**src/rtl/rs_syndrome_pkg.sv**
```systemverilog
// GF(2^8) constants, syndrome types and elaboration-time alpha-power helpers
// for the streaming RS(255,239) syndrome calculator.
package rs_syndrome_pkg;

  localparam int N_LEN             = 255;
  localparam int K_LEN             = 239;
  localparam int ROOTS_NUM         = N_LEN - K_LEN;
  localparam int SYMB_WIDTH        = 8;
  localparam int BUS_WIDTH_IN_SYMB = 4;
  localparam int FIRST_ROOT        = 1;
  localparam int POLY              = 285;
  localparam int SYMB_NUM          = 1 << SYMB_WIDTH;

  localparam int NBEATS     = (N_LEN + BUS_WIDTH_IN_SYMB - 1) / BUS_WIDTH_IN_SYMB;
  localparam int LAST_LANES = N_LEN - (NBEATS - 1) * BUS_WIDTH_IN_SYMB;
  localparam int CNT_W      = $clog2(NBEATS);

  typedef logic [SYMB_WIDTH-1:0] symb_t;
  typedef symb_t [ROOTS_NUM-1:0] synd_t;

  // alpha^e by repeated multiply-by-x with reduction by the field polynomial
  function automatic symb_t gen_alpha_to_symb(input int e);
    logic [SYMB_WIDTH:0] v;
    logic [SYMB_WIDTH:0] poly_v;
    poly_v = POLY[SYMB_WIDTH:0];
    v = 1;
    for (int n = 0; n < e; n++) begin
      v = v << 1;
      if (v[SYMB_WIDTH]) v = v ^ poly_v;
    end
    return v[SYMB_WIDTH-1:0];
  endfunction

  function automatic symb_t alpha_pow(input int e);
    return gen_alpha_to_symb(e % (SYMB_NUM - 1));
  endfunction

  // Column c holds alpha^(exp+c): the image of basis element alpha^c.
  function automatic logic [SYMB_WIDTH*SYMB_WIDTH-1:0] const_mult_matrix(input int exp);
    logic [SYMB_WIDTH*SYMB_WIDTH-1:0] m;
    m = '0;
    for (int c = 0; c < SYMB_WIDTH; c++) m[c*SYMB_WIDTH +: SYMB_WIDTH] = alpha_pow(exp + c);
    return m;
  endfunction

endpackage

```
**src/rtl/rs_syndrome_gf_const_mult.sv**
```systemverilog
// Combinational multiply of one GF symbol by the constant alpha^EXP,
// realised as a fixed XOR matrix resolved at elaboration.
module gf_const_mult
  import rs_syndrome_pkg::*;
#(
  parameter int EXP = 0
) (
  input  symb_t din,
  output symb_t dout
);

  localparam logic [SYMB_WIDTH*SYMB_WIDTH-1:0] MAT = const_mult_matrix(EXP);

  always_comb begin
    dout = '0;
    for (int c = 0; c < SYMB_WIDTH; c++) begin
      if (din[c]) dout = dout ^ MAT[c*SYMB_WIDTH +: SYMB_WIDTH];
    end
  end

endmodule

```
**src/rtl/rs_syndrome.sv**
```systemverilog
// Streaming RS syndrome calculator: Horner evaluation at ROOTS_NUM roots, W symbols/beat.
// RS_SYND_PIPE_EN adds an input register stage (latency 2 instead of 1); no backpressure.
module rs_syndrome
  import rs_syndrome_pkg::*;
(
  input  logic                                  clk,
  input  logic                                  rst,
  input  logic                                  s_valid,
  input  logic [BUS_WIDTH_IN_SYMB*SYMB_WIDTH-1:0] s_data,
  input  logic                                  s_last,
  output logic                                  s_ready,
  output logic                                  synd_valid,
  output logic [ROOTS_NUM*SYMB_WIDTH-1:0]       synd,
  output logic                                  err_det,
  output logic                                  len_err
);

  localparam int W = BUS_WIDTH_IN_SYMB;
  localparam int R = LAST_LANES;
  localparam logic [CNT_W-1:0] LAST_CNT = CNT_W'(NBEATS - 1);

  symb_t            lane       [W];
  symb_t            prod_full  [ROOTS_NUM][W];
  symb_t            prod_short [ROOTS_NUM][R];
  synd_t            t_full, t_short, t_sel;
  synd_t            fb_full, fb_short;
  synd_t            acc_q, acc_next;
  logic [CNT_W-1:0] beat_cnt;
  logic             cnt_last, beat_first, beat_final, beat_len_err;

  logic             a_vld, a_first, a_final, a_short, a_len_err;
  synd_t            a_t;

  assign s_ready = 1'b1;

  for (genvar i = 0; i < W; i++) begin : g_lane
    assign lane[i] = s_data[i*SYMB_WIDTH +: SYMB_WIDTH];
  end

  // Per root: lane weights for full and short beats, plus the Horner shift by alpha^(k*M).
  for (genvar j = 0; j < ROOTS_NUM; j++) begin : g_root
    localparam int K = FIRST_ROOT + j;
    for (genvar i = 0; i < W; i++) begin : g_full
      gf_const_mult #(.EXP(K * (W - 1 - i))) u_mul (.din(lane[i]), .dout(prod_full[j][i]));
    end
    for (genvar i = 0; i < R; i++) begin : g_short
      gf_const_mult #(.EXP(K * (R - 1 - i))) u_mul (.din(lane[i]), .dout(prod_short[j][i]));
    end
    gf_const_mult #(.EXP(K * W)) u_fb_full  (.din(acc_q[j]), .dout(fb_full[j]));
    gf_const_mult #(.EXP(K * R)) u_fb_short (.din(acc_q[j]), .dout(fb_short[j]));
  end

  always_comb begin
    t_full  = '0;
    t_short = '0;
    for (int j = 0; j < ROOTS_NUM; j++) begin
      for (int i = 0; i < W; i++) t_full[j] = t_full[j] ^ prod_full[j][i];
      for (int i = 0; i < R; i++) t_short[j] = t_short[j] ^ prod_short[j][i];
    end
  end

  // A premature s_last still uses the full-beat weights; only the counted last beat is short.
  assign cnt_last     = (beat_cnt == LAST_CNT);
  assign beat_first   = (beat_cnt == '0);
  assign beat_final   = s_last | cnt_last;
  assign beat_len_err = s_last ^ cnt_last;
  assign t_sel        = cnt_last ? t_short : t_full;

  always_ff @(posedge clk) begin
    if (rst) begin
      beat_cnt <= '0;
    end else if (s_valid) begin
      beat_cnt <= beat_final ? '0 : beat_cnt + 1'b1;
    end
  end

`ifdef RS_SYND_PIPE_EN
  logic  p_vld, p_first, p_final, p_short, p_len_err;
  synd_t p_t;

  always_ff @(posedge clk) begin
    if (rst) begin
      p_vld     <= 1'b0;
      p_first   <= 1'b0;
      p_final   <= 1'b0;
      p_short   <= 1'b0;
      p_len_err <= 1'b0;
      p_t       <= '0;
    end else begin
      p_vld     <= s_valid;
      p_first   <= beat_first;
      p_final   <= beat_final;
      p_short   <= cnt_last;
      p_len_err <= beat_len_err;
      p_t       <= t_sel;
    end
  end

  assign a_vld     = p_vld;
  assign a_first   = p_first;
  assign a_final   = p_final;
  assign a_short   = p_short;
  assign a_len_err = p_len_err;
  assign a_t       = p_t;
`else
  assign a_vld     = s_valid;
  assign a_first   = beat_first;
  assign a_final   = beat_final;
  assign a_short   = cnt_last;
  assign a_len_err = beat_len_err;
  assign a_t       = t_sel;
`endif

  always_comb begin
    acc_next = '0;
    for (int j = 0; j < ROOTS_NUM; j++) begin
      acc_next[j] = a_first ? a_t[j] : ((a_short ? fb_short[j] : fb_full[j]) ^ a_t[j]);
    end
  end

  always_ff @(posedge clk) begin
    if (rst) begin
      acc_q      <= '0;
      synd_valid <= 1'b0;
      synd       <= '0;
      err_det    <= 1'b0;
      len_err    <= 1'b0;
    end else begin
      synd_valid <= a_vld & a_final;
      if (a_vld) acc_q <= acc_next;
      if (a_vld && a_final) begin
        synd    <= acc_next;
        err_det <= |acc_next;
        len_err <= a_len_err;
      end
    end
  end

endmodule

```
**config.mk**
```make
export PLATFORM = sky130hd
export DESIGN_NAME = rs_syndrome
export DESIGN_NICKNAME = d
export VERILOG_FILES = /design/src/rtl/rs_syndrome_pkg.sv /design/src/rtl/rs_syndrome_gf_const_mult.sv /design/src/rtl/rs_syndrome.sv
export SDC_FILE = /design/constraint.sdc
export NUM_CORES = 1
export LEC_CHECK = 0
export CAP_MARGIN = 20
export CORE_MARGIN = 5
export CORE_UTILIZATION = 55
export DETAILED_ROUTE_END_ITERATION = 8
export GPL_TIMING_DRIVEN = 0
export PLACE_DENSITY = 0.78
export SLEW_MARGIN = 0
export SYNTH_ARGS = -nofsm -noshare
export SYNTH_HDL_FRONTEND = slang
export SYNTH_SLANG_ARGS = --single-unit
export TNS_END_PERCENT = 50
```
**constraint.sdc**
```tcl
create_clock -name clk -period 4 [get_ports clk]
set_clock_uncertainty 0.05 [all_clocks]
set_input_delay 1.2 -clock clk [delete_from_list [all_inputs] [get_ports clk]]
set_output_delay 1.2 -clock clk [all_outputs]
set_load 0.03 [all_outputs]
```
==> results.txt, run 1 <==
* Endpoint kind of the worst setup timing path: register
- In this run the critical register-to-register path is launched from beat_cnt[2].
- Dividing the detail-routed wire length by the instance count gives 34.9 um.
- Number of H-tree levels: 1
- For this run, the detailed router's first-pass iteration total came to 8.
- The die is 229 um tall.
- Reg2reg end: err_det
- The tool flagged a number of max-cap violations equal to 0.
- Layout cells sized above 1: 19.8%
- Top flip-flop cell by instance count after synthesis: dfxtp_1
* Post-synthesis register bit count: 265
* Min-delay src: synd[72]
- Cell types occupying the most area after synthesis: xnor2_1, dfxtp_1, xor2_1, xnor3_1, nor2_1
- Buffers placed on the I/O ports in this run total 141.
* Relative area change from synthesis to final layout: 31.4%
- In this run the power density over the cells is 652 mW/mm^2.
* Mapped cell area: 0.0263 mm^2
* Wire length reported by the detailed router: 142000 um
- The layout has 3500 filler cells.
* Count of hold-fix buffers inserted at cts: 0
- GRT met1 Usage: 58.6%
- Number of slew-limit violations in the final report: 0
* Post-route clock period utilization: 109%
- Total leakage power: 13.1 nW
- Fraction of met3 tracks used by global routing: 22.0%
- Routed via count divided by cell count: 6.43
- Of all nets on the critical path, the largest fanout is 10.
* RSZ-0062 raised after global routing: yes
- The setup check on the worst reg-to-reg path leaves a slack of -0.34 ns.
- Routability congestion estimate from global placement: 1.09
* Sequential cell area fraction in the yosys report: 20.2%
* Reg2Reg Depth: 15
- STA puts the critical path data arrival time at 4.73 ns.
- For this block, the initial DRC count from the detailed router was 3762.
- Wire length of the first global-routing pass: 194000 um
* Die boundary width: 229 um
- TritonCTS created 28 clock buffers.
- Mean instance size in the synthesized netlist: 8.49 um^2
- Clock Path Buffers: 3
* Area taken by multi-input logic gates: 0.0226 mm^2
- Global Route Usage Sum: 52.0%
- For the final routed database, the setup TNS stands at -0.793 ns.
- Counting instances, the worst hold path has a depth of 2.
- Worst vdd rail ir drop: 0.364 mV
* Worst-case hold path end point: synd[72]
- EDFF count, synth: 0
- Maximum frequency from static timing analysis: 230 MHz
- After synthesis, the largest area contributor takes up 29.2% of total cell area.
- Summing all flip-flop and latch instances after layout gives 0.00531 mm^2.
- The via count of the first global-routing pass was 25100.
- Critical setup path kind: register to register
* Sink Count: 265
- At the pin with the least slew margin, the transition time is 1.24 ns.
- Nets: 3462
- Async set-reset flop share out of synthesis: 0%
- Post-Synthesis Net Count: 3136
- The final-report hold violation count is 0.
* Required time of the critical path: 4.39 ns
- Run status: complete, but fails checks
- Yosys printed 0 warnings.
- Number of placement rows: 80
- Worst Slack Setup Final: -0.344 ns
- Maximum number of pins on one net before global-route repair: 15
* Setup-violating endpoint count in the final report: 17
- At the later pin of the worst-skew pair, clock insertion delay measures 0.58 ns.
- Post-detail-place hpwl: 106000 um
- Master cell of the clock root buffer: clkbuf_16
* Kind of path behind the tightest hold check: register to register
- Initial antenna violation count: 6
- Crit path launch type: register
- The die covers 0.0523 mm^2.
- Once detail routing completed, the nets flagged for antenna violations numbered 0.
- Vias post-DR: 26100
- TritonCTS built the clock tree.
- Counting every instance in the synthesized netlist gives 3097.
- Worst slew margin relative to its limit: 17.3%
- Yosys mapped the design onto 73 distinct sky130hd cell types.
- Time the worst path needs with I/O delays and setup: 4.34 ns
- The repair_antennas step left the layout with diodes totalling 0.
- The layer flagged by global routing as most heavily used is met2.
* Violations in the final reports: negative setup slack
- The total overflow left after global routing is 0.
* Met2 Resource Use GR: 73.2%
* Clock input transition at the sequential cells of the worst setup and hold paths: 0.07 ns
* Number of design rule violations left after detail routing: 0
- Pin placement for this block handled 168 I/O pins.
* Placeable core region: 0.0475 mm^2
* Effective utilization at floorplan: 55.3%
- Power comes to 0.0225 W.
- Leading area contributor after synthesis: xnor2_1
## kinds of logic after synthesis
logic type      Yosys count  share of synthesized area [%]
compound gates          418                           9.74
buf+inv                 290                           4.79
xor+xnor               1295                           49.2
flops                   265                           20.2
mux                     123                           4.69
fa+ha+maj                 3                          0.143
other cells               1                         0.0143
simple gates            702                           11.2
## how the worst max path moves through the flow
stage | slack (ns) | startpoint | to | cells past startpoint
final | -0.34 | beat_cnt[2] | err_det | 15
after detailed placement | -2.94 | beat_cnt[0] | synd[41] | 14
after global routing | -0.13 | beat_cnt[2] | err_det | 15
after CTS | 0.0003 | s_data[0] | err_det | 14
after global placement | -3.23 | beat_cnt[0] | synd[41] | 14
after floorplan | 0.006 | s_data[1] | err_det | 11
## metal layers
layer,vias to the layer above,routed length (um)
met3,864,20800
met1,12200,46800
met5,-,120
met2,2253,55700
met4,10,18200
li1,10700,-
## worst max-delay path: stages, from the launching register on
cell and delay (ns):
dfxtp_1 0.31, buf_4 0.22, nand4_1 0.14, buf_4 0.21, nor2_4 0.14, buf_4 0.19, buf_6 0.27, buf_6 0.28
buf_2 0.29, buf_8 0.25, nand2_1 0.11, o21ai_0 0.34, xnor2_1 0.42, nor4b_4 0.56, and4_1 0.28, a41oi_2 0.11
## cell usage in the layout (no fill, tap or decap), types with 11 or more instances in the layout
cell type,count
buf_4,155
dfxtp_1,265
xnor3_1,55
clkbuf_1,118
clkbuf_16,29
nor3_1,25
a21oi_1,135
clkbuf_4,14
clkdlybuf4s50_1,134
nor2_1,330
buf_8,11
xor2_2,29
mux2i_1,98
xor2_4,22
o21ai_0,52
xor2_1,250
buf_2,15
xnor2_2,78
nand2_1,250
xnor2_4,78
xnor3_2,15
xnor2_1,760
and3_1,14
o211ai_1,12
buf_6,26
clkbuf_2,29
buf_12,35
mux2i_4,14
a211oi_1,140
nand3_1,19
buf_1,20
clkbuf_8,14
a21oi_2,21
## cells in the mapped netlist, types with 4 or more instances
master and number:
nand3_1 19, nand4_1 9, a211oi_1 143, o211ai_1 12
buf_6 7, nor2_1 332, and4_1 4, xnor2_4 11
xor2_1 293, clkbuf_1 161, and3_1 14, a21oi_1 160
nor4b_1 5, buf_1 53, xor3_1 7, nand2_1 251
xor2_4 4, mux2i_1 121, nor3_1 27, buf_2 40
inv_1 8, dfxtp_1 265, buf_4 18, xnor2_1 877
or3_1 5, o21ai_0 72, nand2b_1 5, xor2_2 4
nor4_1 5, xnor2_2 28, o21ai_1 4, xnor3_1 69
## sequential cells by signal, summed over array words and instances (netlist names)
signal / cells
synd_valid: 1
synd: 128
len_err: 1
acc_q: 128
beat_cnt: 6
err_det: 1
## metrics by stage
stage | util [%] | instances | setup WS, ns | area [um^2] | hold WS (ns)
2_1_floorplan | - | 3097 | 0.00625 | 26400 | 0.425
5_1_grt | 72.7 | 4059 | -0.132 | 34600 | 0.423
3_5_place_dp | 60.4 | 3866 | -2.94 | 28700 | 0.396
3_3_place_gp | 60.0 | 3853 | -3.23 | 28500 | 0.391
4_1_cts | 72.0 | 4050 | 0.000258 | 34200 | 0.405
6_report | 72.7 | 4059 | -0.344 | 34600 | 0.405
## power by group
part | internal (W) | total [W] | switching [W] | leakage, nW
Combinational | 0.00631 | 0.0161 | 0.00982 | 10.5
Clock | 0.00169 | 0.00290 | 0.00121 | 0.499
Sequential | 0.00314 | 0.00351 | 0.000370 | 2.19
## area by class of cell
cell class / count / share of cell area, %
buffer: 279 / 5.19
inverter: 10 / 0.123
timing repair buffer: 297 / 8.75
tap: 615 / 2.23
sequential: 265 / 15.4
clock inverter: 12 / 0.474
clock buffer: 39 / 2.47
multi-input combinational: 2542 / 65.4
## timing repair
item	CTS	global route
pin swaps	83	17
endpoints found under the setup margin	255	120
endpoints found under the hold margin	0	0
resized for setup	630	68
buffers inserted	131	8
cloned	3	0
Note: power is estimated with default switching activity, not from simulation.
==> run 2: changes to the inputs <==
--- a/config.mk
+++ b/config.mk
@@ -10,7 +10,7 @@
 export CORE_UTILIZATION = 55
 export DETAILED_ROUTE_END_ITERATION = 8
 export GPL_TIMING_DRIVEN = 0
-export PLACE_DENSITY = 0.78
+export PLACE_DENSITY = 0.75
 export SLEW_MARGIN = 0
 export SYNTH_ARGS = -nofsm -noshare
 export SYNTH_HDL_FRONTEND = slang
==> constraint.sdc (replaced) <==
create_clock -name clk -period 4.2 [get_ports clk]
set_clock_uncertainty 0.05 [all_clocks]
set_input_delay 1.26 -clock clk [delete_from_list [all_inputs] [get_ports clk]]
set_output_delay 1.26 -clock clk [all_outputs]
set_load 0.03 [all_outputs]
==> run 2 against run 1 <==
  * The flow still finishes with violations (negative setup slack)
  * Power shrank 7.8%
  * Combinational power shrank 9%
  * Final area shrank 4.0%
  * Die area is the same
  * Register-to-register slack gained 0.13 ns
  * Sequential power shrank 5%
  * Clock-buffer cell count is the same
  * Final cell count shrank 1.2%
==> results.txt, run 2 (same netlist as run 1, synthesis figures left out) <==
* Run status: complete, but fails checks
- Violations in the final reports: negative setup slack
* Number of top-level design ports: 168 (unchanged)
* Max-capacitance violation count: 0 (unchanged)
* Slowest CP cell: clkdlybuf4s15_2
- Placeable core region: 0.0475 mm^2 (unchanged)
* Worst Slack Setup Final: -0.209 ns (+0.135 ns)
* Initial antenna violation count: 9 (+3)
- Fin area: 0.0332 mm^2 (-4.0%)
- Number of H-tree levels: 1 (unchanged)
* Nets: 3408 (-1.6%)
- Sink Count: 265 (unchanged)
- The worst slew margin relative to its limit was 17.4% (+0.13 points).
- Largest registers: acc_q x128, synd x128, beat_cnt x6
* Vias in the first global route: 24600 (-2.0%)
- The first-pass GRT wire length came to 188000 um (-3.3%).
- Clock tree from TritonCTS: built
* Number of design rule violations left after detail routing: 0 (unchanged)
* Effective utilization at floorplan: 55.3% (unchanged)
- The net switching fraction of the power came to 50.8% (+0.17 points).
- Final Util: 69.8% (-2.9 points)
- Most common cell after layout, fill and taps aside: xnor2_1
* Layout cells sized above 1: 16.7% (-3.1 points)
- The top cell types in the final layout, fill and taps aside, are xnor2_1, nor2_1, dfxtp_1, xor2_1, nand2_1.
- Grt ovf: 0 (unchanged)
- Kind of path behind the tightest hold check: register to register
* Fraction of power consumed by the clock network: 13.0% (about the same)
- CTS placed an instance of clkbuf_16 at the clock tree root.
- The count of endpoints failing setup in the final report came to 3 (-14).
- The design internal power was 0.0102 W (-8.1%).
- The number of pins with negative max-slew slack in the final report came to 0 (unchanged).
- RSZ-0062 raised after global routing: yes
- Cell Area, Placed: 0.0287 mm^2 (-0.10%)
- Global Route Usage Sum: 49.9% (-2.1 points)
* Clock input transition at the sequential cells of the worst setup and hold paths: 0.07 ns (about the same)
* NetSw: 0.0105 W (-7.5%)
- Average routed wire per standard cell: 34.2 um (-2.0%)
- The largest vdd supply drop came to 0.338 mV (-7.1%).
* Clock Path Buffers: 3 (unchanged)
- Critical path's most frequent cell: buf_4
- Total CTS buffers: 28 (unchanged)
* Number of placement rows: 80 (unchanged)
- The largest driver fanout on the critical path was 10 (unchanged).
- The post-route total power came to 0.0208 W (-7.8%).
- The final-report hold violation count came to 0 (unchanged).
- Maximum number of pins on one net before global-route repair: 15 (unchanged)
- Worst-Skew Late Latency: 0.57 ns (about the same)
- The number of DRC markers in iteration 0 is 3810 (+1.3%).
- Vias post-DR: 25900 (-0.87%)
- The number of iterations in the first detailed-routing pass is 9 (+1).
- STA classifies the critical path endpoint as a register.
- Time the worst path needs with I/O delays and setup: 4.41 ns (+0.0654 ns)
* Maximum frequency from static timing analysis: 227 MHz (-1.5%)
- Post-detail-place hpwl: 104000 um (-1.9%)
* Port Buf Inserts: 141 (unchanged)
* Worst Tran Pin Value: 1.24 ns (-0.00202 ns)
- Total leakage power: 12.5 nW (-4.7%)
- Relative to the synthesized area, the layout overhead comes to 26.1%.
- The power per cell area is 626 mW/mm^2 (-3.9%).
* Routed via count divided by cell count: 6.45 (+0.31%)
- Final ANT Viol Nets: 0 (unchanged)
- CP cell instances: buf_6 -> nand4_1 -> buf_4 -> nor2_4 -> buf_12 -> inv_2 -> buf_4 -> buf_4 -> clkdlybuf4s15_2 -> nor2_1 -> a21oi_1 -> xnor2_1 -> and4_1 -> nand4_1 -> nor4b_4 -> a41oi_1
* Critical setup path kind: register to register
* Data arrival time of the critical path: 4.80 ns (+0.07 ns)
- The sum of negative setup slack came to -0.246 ns (+0.547 ns).
- Required time of the critical path: 4.59 ns (+0.20 ns)
* Post-route clock period utilization: 105% (-3.6 points)
- Crit path launch type: register
- The part of the total power dissipated in sequential elements came to 16.1% (+0.5 points).
* Area of the die: 0.0523 mm^2 (unchanged)
- The longest individual stage delay on the worst path came to 0.59 ns (+0.03 ns).
* Combinational cell fraction of total power: 70.9% (-0.7 points)
- # fillers: 3686 (+5.3%)
- The routability congestion estimate from global placement came to 1.19 (+9.2%).
- Wire length reported by the detailed router: 137000 um (-3.2%)
* Die boundary width: 229 um (unchanged)
- The overall die height was 229 um (unchanged).
-- run 2: cell count changes in the layout (fill, tap and decap cells not counted), moves of 5 or more --
cell and delta:
o21ai_0 +6, xnor2_4 -21, clkbuf_8 -6, buf_4 -38
xnor2_1 +22, buf_12 -14, xor2_1 +9, a21oi_1 +5
mux2i_1 +5, xor2_2 -6, buf_6 -10, diode_2 +6
-- run 2: worst max-delay path: cells and delay by family, from the launching register on --
kind	cells	cell delay, ns
buffers and inverters	7	1.98
xor gates and xnor gates	1	0.37
DFF	1	0.32
AOI/OAI and AO/OA	2	0.50
and+or+nand+nor	6	1.04
-- run 2: path summary, 6_finish.rpt --
check	depth (start not counted)	to	slack [ns]	from
worst min register to register	2	synd[73]	0.41	synd[73]
worst max-delay path	16	err_det	-0.21	beat_cnt[2]
worst max register to register	16	err_det	-0.21	beat_cnt[2]
worst min-delay path	2	synd[73]	0.41	synd[73]
-- run 2: repair_timing --
item / CTS / global route
endpoints found under the setup margin: 243 / 67
hold buffers: 0 / 0
buffers inserted: 75 / 10
pin swaps: 57 / 15
gates resized for setup: 477 / 90
cloned: 1 / 0
-- run 2: area by class of cell --
type | count | area (um^2) | share of cell area, %
Sequential cell | 265 | 5310 | 16.0
Multi-Input combinational cell | 2542 | 21900 | 66.1
Clock buffer | 39 | 833 | 2.51
Clock inverter | 12 | 158 | 0.475
Buffer | 278 | 1660 | 5.01
Antenna cell | 6 | 15.0 | 0.0453
Timing Repair Buffer | 244 | 2450 | 7.38
Tap cell | 615 | 769 | 2.32
Inverter | 10 | 42.5 | 0.128
-- run 2: power by group through the flow --
| stage | clock network, W | logic [W] | registers [W] |
|---|---|---|---|
| floorplan | 0 | 0.00808 | 0.00363 |
| finish | 0.00270 | 0.0147 | 0.00335 |
| global route | 0.00278 | 0.0149 | 0.00339 |
| global placement | 0 | 0.0124 | 0.00335 |
| detailed placement | 0 | 0.0125 | 0.00338 |
| CTS | 0.00267 | 0.0137 | 0.00333 |
-- run 2: per-layer routing --
metal / routed length, um / GRT usage [%] / vias up
li1: - / - / 10600
met5: 38 / 0 / -
met1: 45200 / 56.8 / 12100
met4: 15900 / 43.0 / 6
met2: 54500 / 71.4 / 2310
met3: 21400 / 21.5 / 826
-- run 2: metrics by stage --
stage / instances / hold slack (ns) / setup slack, ns
2_1_floorplan: 3097 / 0.425 / 0.0310
3_3_place_gp: 3853 / 0.392 / -3.25
3_5_place_dp: 3870 / 0.398 / -2.55
4_1_cts: 3997 / 0.406 / 0.000410
5_1_grt: 4006 / 0.424 / -0.0926
6_report: 4011 / 0.405 / -0.209
